[src/rtl/mdr_pkg.sv]
// Shared encodings for the memory data register: access sizes, FSM states and
// the alignment rule applied to every memory start.
package mdr_pkg;

  typedef enum logic [1:0] {
    SZ_BYTE = 2'b00,
    SZ_HALF = 2'b01,
    SZ_WORD = 2'b10,
    SZ_ILL  = 2'b11
  } size_e;

  typedef enum logic [1:0] {
    ST_IDLE    = 2'b00,
    ST_RD_WAIT = 2'b01,
    ST_WR_WAIT = 2'b10
  } state_e;

  // A start is legal only for a known size on a naturally aligned offset.
  function automatic logic req_ok(input size_e sz, input logic [1:0] off);
    case (sz)
      SZ_BYTE: req_ok = 1'b1;
      SZ_HALF: req_ok = ~off[0];
      SZ_WORD: req_ok = (off == 2'b00);
      default: req_ok = 1'b0;
    endcase
  endfunction

endpackage

[src/rtl/mdr_lane_align.sv]
// Byte-lane steering for one access: byte-enable mask, write-data replication and
// read-data extraction with sign/zero extension.
module mdr_lane_align
  import mdr_pkg::*;
#(
  parameter int DATA_W = 32
) (
  input  size_e                 size_i,
  input  logic [1:0]            off_i,
  input  logic                  sext_i,
  input  logic [DATA_W-1:0]     q_i,
  input  logic [DATA_W-1:0]     rdata_i,
  output logic [DATA_W/8-1:0]   be_o,
  output logic [DATA_W-1:0]     wdata_o,
  output logic [DATA_W-1:0]     rext_o
);
  localparam int NB = DATA_W / 8;

  logic [DATA_W-1:0] sh;
  assign sh = rdata_i >> {off_i, 3'b000};

  always_comb begin
    be_o    = '1;
    wdata_o = q_i;
    rext_o  = rdata_i;
    case (size_i)
      SZ_BYTE: begin
        be_o   = NB'(1) << off_i;
        rext_o = {{(DATA_W-8){sext_i & sh[7]}}, sh[7:0]};
        for (int i = 0; i < NB; i++) wdata_o[i*8 +: 8] = q_i[7:0];
      end
      SZ_HALF: begin
        be_o   = NB'(3) << off_i;
        rext_o = {{(DATA_W-16){sext_i & sh[15]}}, sh[15:0]};
        // Even lanes take the low byte of the half, odd lanes the high byte.
        for (int i = 0; i < NB; i++) wdata_o[i*8 +: 8] = q_i[(i%2)*8 +: 8];
      end
      default: ;
    endcase
  end

endmodule

[src/rtl/mdr_mem_if.sv]
// Memory data register with a req/ack RAM port: holds the bus operand, runs one
// byte/half/word transfer at a time and flags completion, timeout or bad requests.
module mdr_mem_if
  import mdr_pkg::*;
#(
  parameter int DATA_W  = 32,
  parameter int TIMEOUT = 15
) (
  input  logic                clock,
  input  logic                clear,
  input  logic                MDRin,
  input  logic [DATA_W-1:0]   BusMuxOut,
  output logic [DATA_W-1:0]   BusMuxIn,
  input  logic                rd_start,
  input  logic                wr_start,
  input  logic [1:0]          size,
  input  logic                sign_ext,
  input  logic [1:0]          addr_lo,
  output logic                mem_req,
  output logic                mem_we,
  output logic [DATA_W/8-1:0] mem_be,
  output logic [DATA_W-1:0]   mem_wdata,
  input  logic [DATA_W-1:0]   mem_rdata,
  input  logic                mem_ack,
  output logic                busy,
  output logic                done,
  output logic                err
);
  state_e            state_q, state_d;
  logic [DATA_W-1:0] q_q, q_d;
  logic [7:0]        cnt_q, cnt_d;
  logic              done_q, done_d, err_q, err_d;
  size_e             size_q, size_d;
  logic [1:0]        off_q, off_d;
  logic              sext_q, sext_d;

  logic [DATA_W/8-1:0] al_be;
  logic [DATA_W-1:0]   al_wdata, al_rext;

  // Lane steering runs off the attributes captured at start, so the control
  // unit may change size/addr_lo/sign_ext while the transfer is in flight.
  mdr_lane_align #(.DATA_W(DATA_W)) u_align (
    .size_i  (size_q),
    .off_i   (off_q),
    .sext_i  (sext_q),
    .q_i     (q_q),
    .rdata_i (mem_rdata),
    .be_o    (al_be),
    .wdata_o (al_wdata),
    .rext_o  (al_rext)
  );

  always_ff @(posedge clock or posedge clear) begin
    if (clear) begin
      state_q <= ST_IDLE;
      q_q     <= '0;
      cnt_q   <= '0;
      done_q  <= 1'b0;
      err_q   <= 1'b0;
      size_q  <= SZ_BYTE;
      off_q   <= '0;
      sext_q  <= 1'b0;
    end else begin
      state_q <= state_d;
      q_q     <= q_d;
      cnt_q   <= cnt_d;
      done_q  <= done_d;
      err_q   <= err_d;
      size_q  <= size_d;
      off_q   <= off_d;
      sext_q  <= sext_d;
    end
  end

  always_comb begin
    state_d = state_q;
    q_d     = q_q;
    cnt_d   = cnt_q;
    done_d  = 1'b0;
    err_d   = 1'b0;
    size_d  = size_q;
    off_d   = off_q;
    sext_d  = sext_q;
    case (state_q)
      ST_IDLE: begin
        if (rd_start || wr_start) begin
          if (req_ok(size_e'(size), addr_lo)) begin
            state_d = rd_start ? ST_RD_WAIT : ST_WR_WAIT;
            cnt_d   = '0;
            size_d  = size_e'(size);
            off_d   = addr_lo;
            sext_d  = sign_ext;
          end else begin
            err_d = 1'b1;
          end
        end else if (MDRin) begin
          q_d = BusMuxOut;
        end
      end
      ST_RD_WAIT, ST_WR_WAIT: begin
        // Ack is checked first so an ack on the last allowed cycle still completes.
        if (mem_ack) begin
          state_d = ST_IDLE;
          done_d  = 1'b1;
          if (state_q == ST_RD_WAIT) q_d = al_rext;
        end else if (cnt_q == 8'(TIMEOUT - 1)) begin
          state_d = ST_IDLE;
          err_d   = 1'b1;
        end else begin
          cnt_d = cnt_q + 8'd1;
        end
      end
      default: state_d = ST_IDLE;
    endcase
  end

  assign busy      = (state_q != ST_IDLE);
  assign mem_req   = busy;
  assign mem_we    = (state_q == ST_WR_WAIT);
  assign mem_be    = busy ? al_be : '0;
  assign mem_wdata = al_wdata;
  assign done      = done_q;
  assign err       = err_q;
  assign BusMuxIn  = q_q;

endmodule

[config.mk]
export PLATFORM = sky130hd
export DESIGN_NAME = mdr_mem_if
export DESIGN_NICKNAME = d
export VERILOG_FILES = /design/src/rtl/mdr_pkg.sv /design/src/rtl/mdr_lane_align.sv /design/src/rtl/mdr_mem_if.sv
export SDC_FILE = /design/constraint.sdc
export NUM_CORES = 1
export LEC_CHECK = 0
export CELL_PAD_IN_SITES_DETAIL_PLACEMENT = 2
export CELL_PAD_IN_SITES_GLOBAL_PLACEMENT = 2
export CORE_ASPECT_RATIO = 0.9
export CORE_MARGIN = 4
export CORE_UTILIZATION = 28
export CTS_BUF_LIST = sky130_fd_sc_hd__clkbuf_4 sky130_fd_sc_hd__clkbuf_8
export CTS_CLUSTER_DIAMETER = 100
export CTS_CLUSTER_SIZE = 12
export DETAILED_ROUTE_END_ITERATION = 6
export HOLD_SLACK_MARGIN = 0.05
export PLACE_DENSITY = 0.88
export SYNTH_ARGS = -nofsm -noshare
export SYNTH_HDL_FRONTEND = slang
export SYNTH_HIERARCHICAL = 1
export SYNTH_SLANG_ARGS = --single-unit
export TNS_END_PERCENT = 100
[constraint.sdc]
create_clock -name clock -period 3.9 [get_ports clock]
set_clock_uncertainty 0.05 [all_clocks]
set_input_delay 0.585 -clock clock [delete_from_list [all_inputs] [get_ports clock]]
set_output_delay 0.585 -clock clock [all_outputs]
set_load 0.02 [all_outputs]
==> metrics.txt <==
Worst EP required=3.26 ns; Placeable Area=13310 sq um; Least-Margin Pin Slew=1.074 ns; crit path capture=mem_wdata[14]; EDFF count, synth=0; async set or reset register ratio after synthesis=100.0%; Final Max Tran Viols=0; overall global routing resource usage=20.21%; Syn Area/Cell=8.981 sq um; largest net degree at the start of global routing=65; initial antenna violation count=0; die height=118.4 um; Yosys cell types=48; CP Cell Sequence=nor2_1 -> mux2_2 -> clkdlybuf4s50_1; RSZ-0062 raised after global routing=no; Post-Route Setup TNS=0 ns; DR vias=3711; CTS H-tree lvls=2; TritonRoute pass-1 iters=4; die area=15460 sq um; Power Density=1059 nW/um^2; total number of yosys warnings=6; Yosys reg bits=49; endpoints failing hold=0; Startpoint Class=flip-flop; clock period minus worst slack=3.145 ns; die width=130.6 um; Synth Net Count=503; post-synth top area cell=dfrtp_1; Lkg Pwr=2.190 nW; total grt overflow=0; Syn Inst Count=422; site row count=40; Worst-Skew Late Latency=0.32 ns; fin util=40.54%; max-cap check violation count=0; Mapped Area=3790 sq um; CP arrival=2.51 ns; CP max stage cell=nor2_1; WL final=15.93 mm; f_max=318.0 MHz; Top FF cell, synth=dfrtp_1; Initial Util=28.47%; crit path from=size_q[1]; RR Startpoint=off_q[0]; routability cong.=0.8202; synth cell count leaders=68 x nand2_1, 49 x dfrtp_1, 46 x mux2i_1; most frequent cell after synthesis=nand2_1; CTS tree=yes; initial DRC count=209; residual DRC count=0; Synth-to-Final Area Change=42.39%; Finish-stage setup viols=0; input/output buffers=147; crit-path max FO=8; n_diodes=0; flop2flop setup slack=1.27 ns; class of the worst hold path=flip-flop to flip-flop; Worst-path clk slew=0.10 ns; layout cells sized above 1=16.12%; Slew HR=28.27%; CTS Buf Count=5; # hold bufs at CTS=0; post-cts sizing count=0; FF-to-FF End=BusMuxIn[29]; fin crit share=80.64%; routed length per placed instance=22.31 um; Area contributors post-synth=dfrtp_1 32%, mux2i_1 12%, mux2_2 8.9%, nand2_1 6.7%, a21oi_2 6.5%; CP Class=flip-flop to output pin; post-synth top area share=32.35%; sequential area share after synthesis=32.35%; CTS sink count=49; Post CTS Setup Buffer Count=0; status=complete, no violations; Worst path max stage delay=0.73 ns; first-pass GRT wire length=24.24 mm; final net count=626; R2R cell count=6; Final ANT Viol Nets=0; crit end category=output pin; vias in the first global route=4130; via/cell ratio=5.197; Max Buffers Root-to-Sink=2; VDD IR max=564.3 uV; HPWL Detailed=12.57 mm; # IOs=148; Root Driver=clkbuf_8
==> area by class of cell <==
class / instances / area [sq um]
repair buffers: 153 / 1516
clock buffers: 5 / 68.82
multi-input cells: 326 / 2271
flip-flops and latches: 49 / 1227
fillers: 1474 / 7916
well taps: 168 / 210.2
inverters: 10 / 37.54
clock inverters: 3 / 65.06
==> layout by cell type, fill, tap and decap left out, types with 2 or more instances in the layout <==
cell type / instances
clkdlybuf4s50_1: 147
nand2_1: 68
dfrtp_1: 48
mux2i_1: 46
nor2_1: 40
mux2_2: 30
a21oi_2: 28
o21ai_0: 24
a21oi_1: 11
o31ai_1: 9
inv_1: 8
nor2b_1: 7
o21ai_1: 7
buf_4: 6
a221oi_1: 6
and2_1: 5
ha_1: 5
clkbuf_8: 5
nand2b_1: 4
a31oi_1: 3
nand4_1: 3
a22oi_1: 3
a31o_2: 2
inv_2: 2
nand3_1: 2
o21a_1: 2
bufinv_16: 2
==> cell families (layout without fill, tap and decap cells) <==
logic type	Yosys count	count (layout)	synth area share, %
AOI/OAI and AO/OA	106	106	20.20
adders and majority gates	6	6	1.981
buffers and inverters	47	171	7.791
DFF	49	49	32.35
muxes	78	78	22.05
and+or+nand+nor	136	136	15.62
==> sequential cells by signal, indices dropped and copies added (netlist names) <==
signal and flops:
size_q 2, sext_q 1, BusMuxIn 32, cnt_q 8, state_q 2, done 1
off_q 2, err 1
==> worst min path at each step <==
stage	from	endpoint	slack, ns	depth (start not counted)
finish	cnt_q[3]	cnt_q[3]	0.50	1
global route	cnt_q[3]	cnt_q[3]	0.51	1
CTS	cnt_q[3]	cnt_q[3]	0.49	1
detailed placement	cnt_q[3]	cnt_q[3]	0.47	1
global placement	cnt_q[3]	cnt_q[3]	0.43	1
floorplan	cnt_q[3]	cnt_q[3]	0.41	1
==> through the flow <==
stage	cells	instance area, sq um	setup WS (ns)	hold WS (ns)	power, W
after global placement	706	5263	1.058	0.4268	0.005072
after global routing	714	5396	0.6924	0.5133	0.006102
after CTS	714	5396	0.7593	0.4878	0.005743
final	714	5396	0.7551	0.4977	0.005716
after detailed placement	706	5263	1.016	0.4680	0.005263
after floorplan	422	3790	1.807	0.4065	0.003791
==> routing by layer <==
metal / vias up / routed length (um) / GRT usage [%]
li1: 1720 / - / -
met1: 1854 / 6986 / 26.47
met2: 125 / 8090 / 35.43
met3: 12 / 666 / 2.666
met4: 0 / 183 / 3.856
met5: - / 0 / 0
==> worst max-delay path: cells and delay by family, from the launching register on <==
kind / cells / cell delay (ns)
AND/OR/NAND/NOR: 1 / 0.73
buffers and inverters: 1 / 0.56
flip-flops: 1 / 0.48
multiplexers: 1 / 0.42
==> power by group <==
part | switching (W) | internal [W]
Clock | 0.000198 | 0.000255
Sequential | 0.000295 | 0.000745
Combinational | 0.00241 | 0.00181
(Power assumes the default switching activity.)
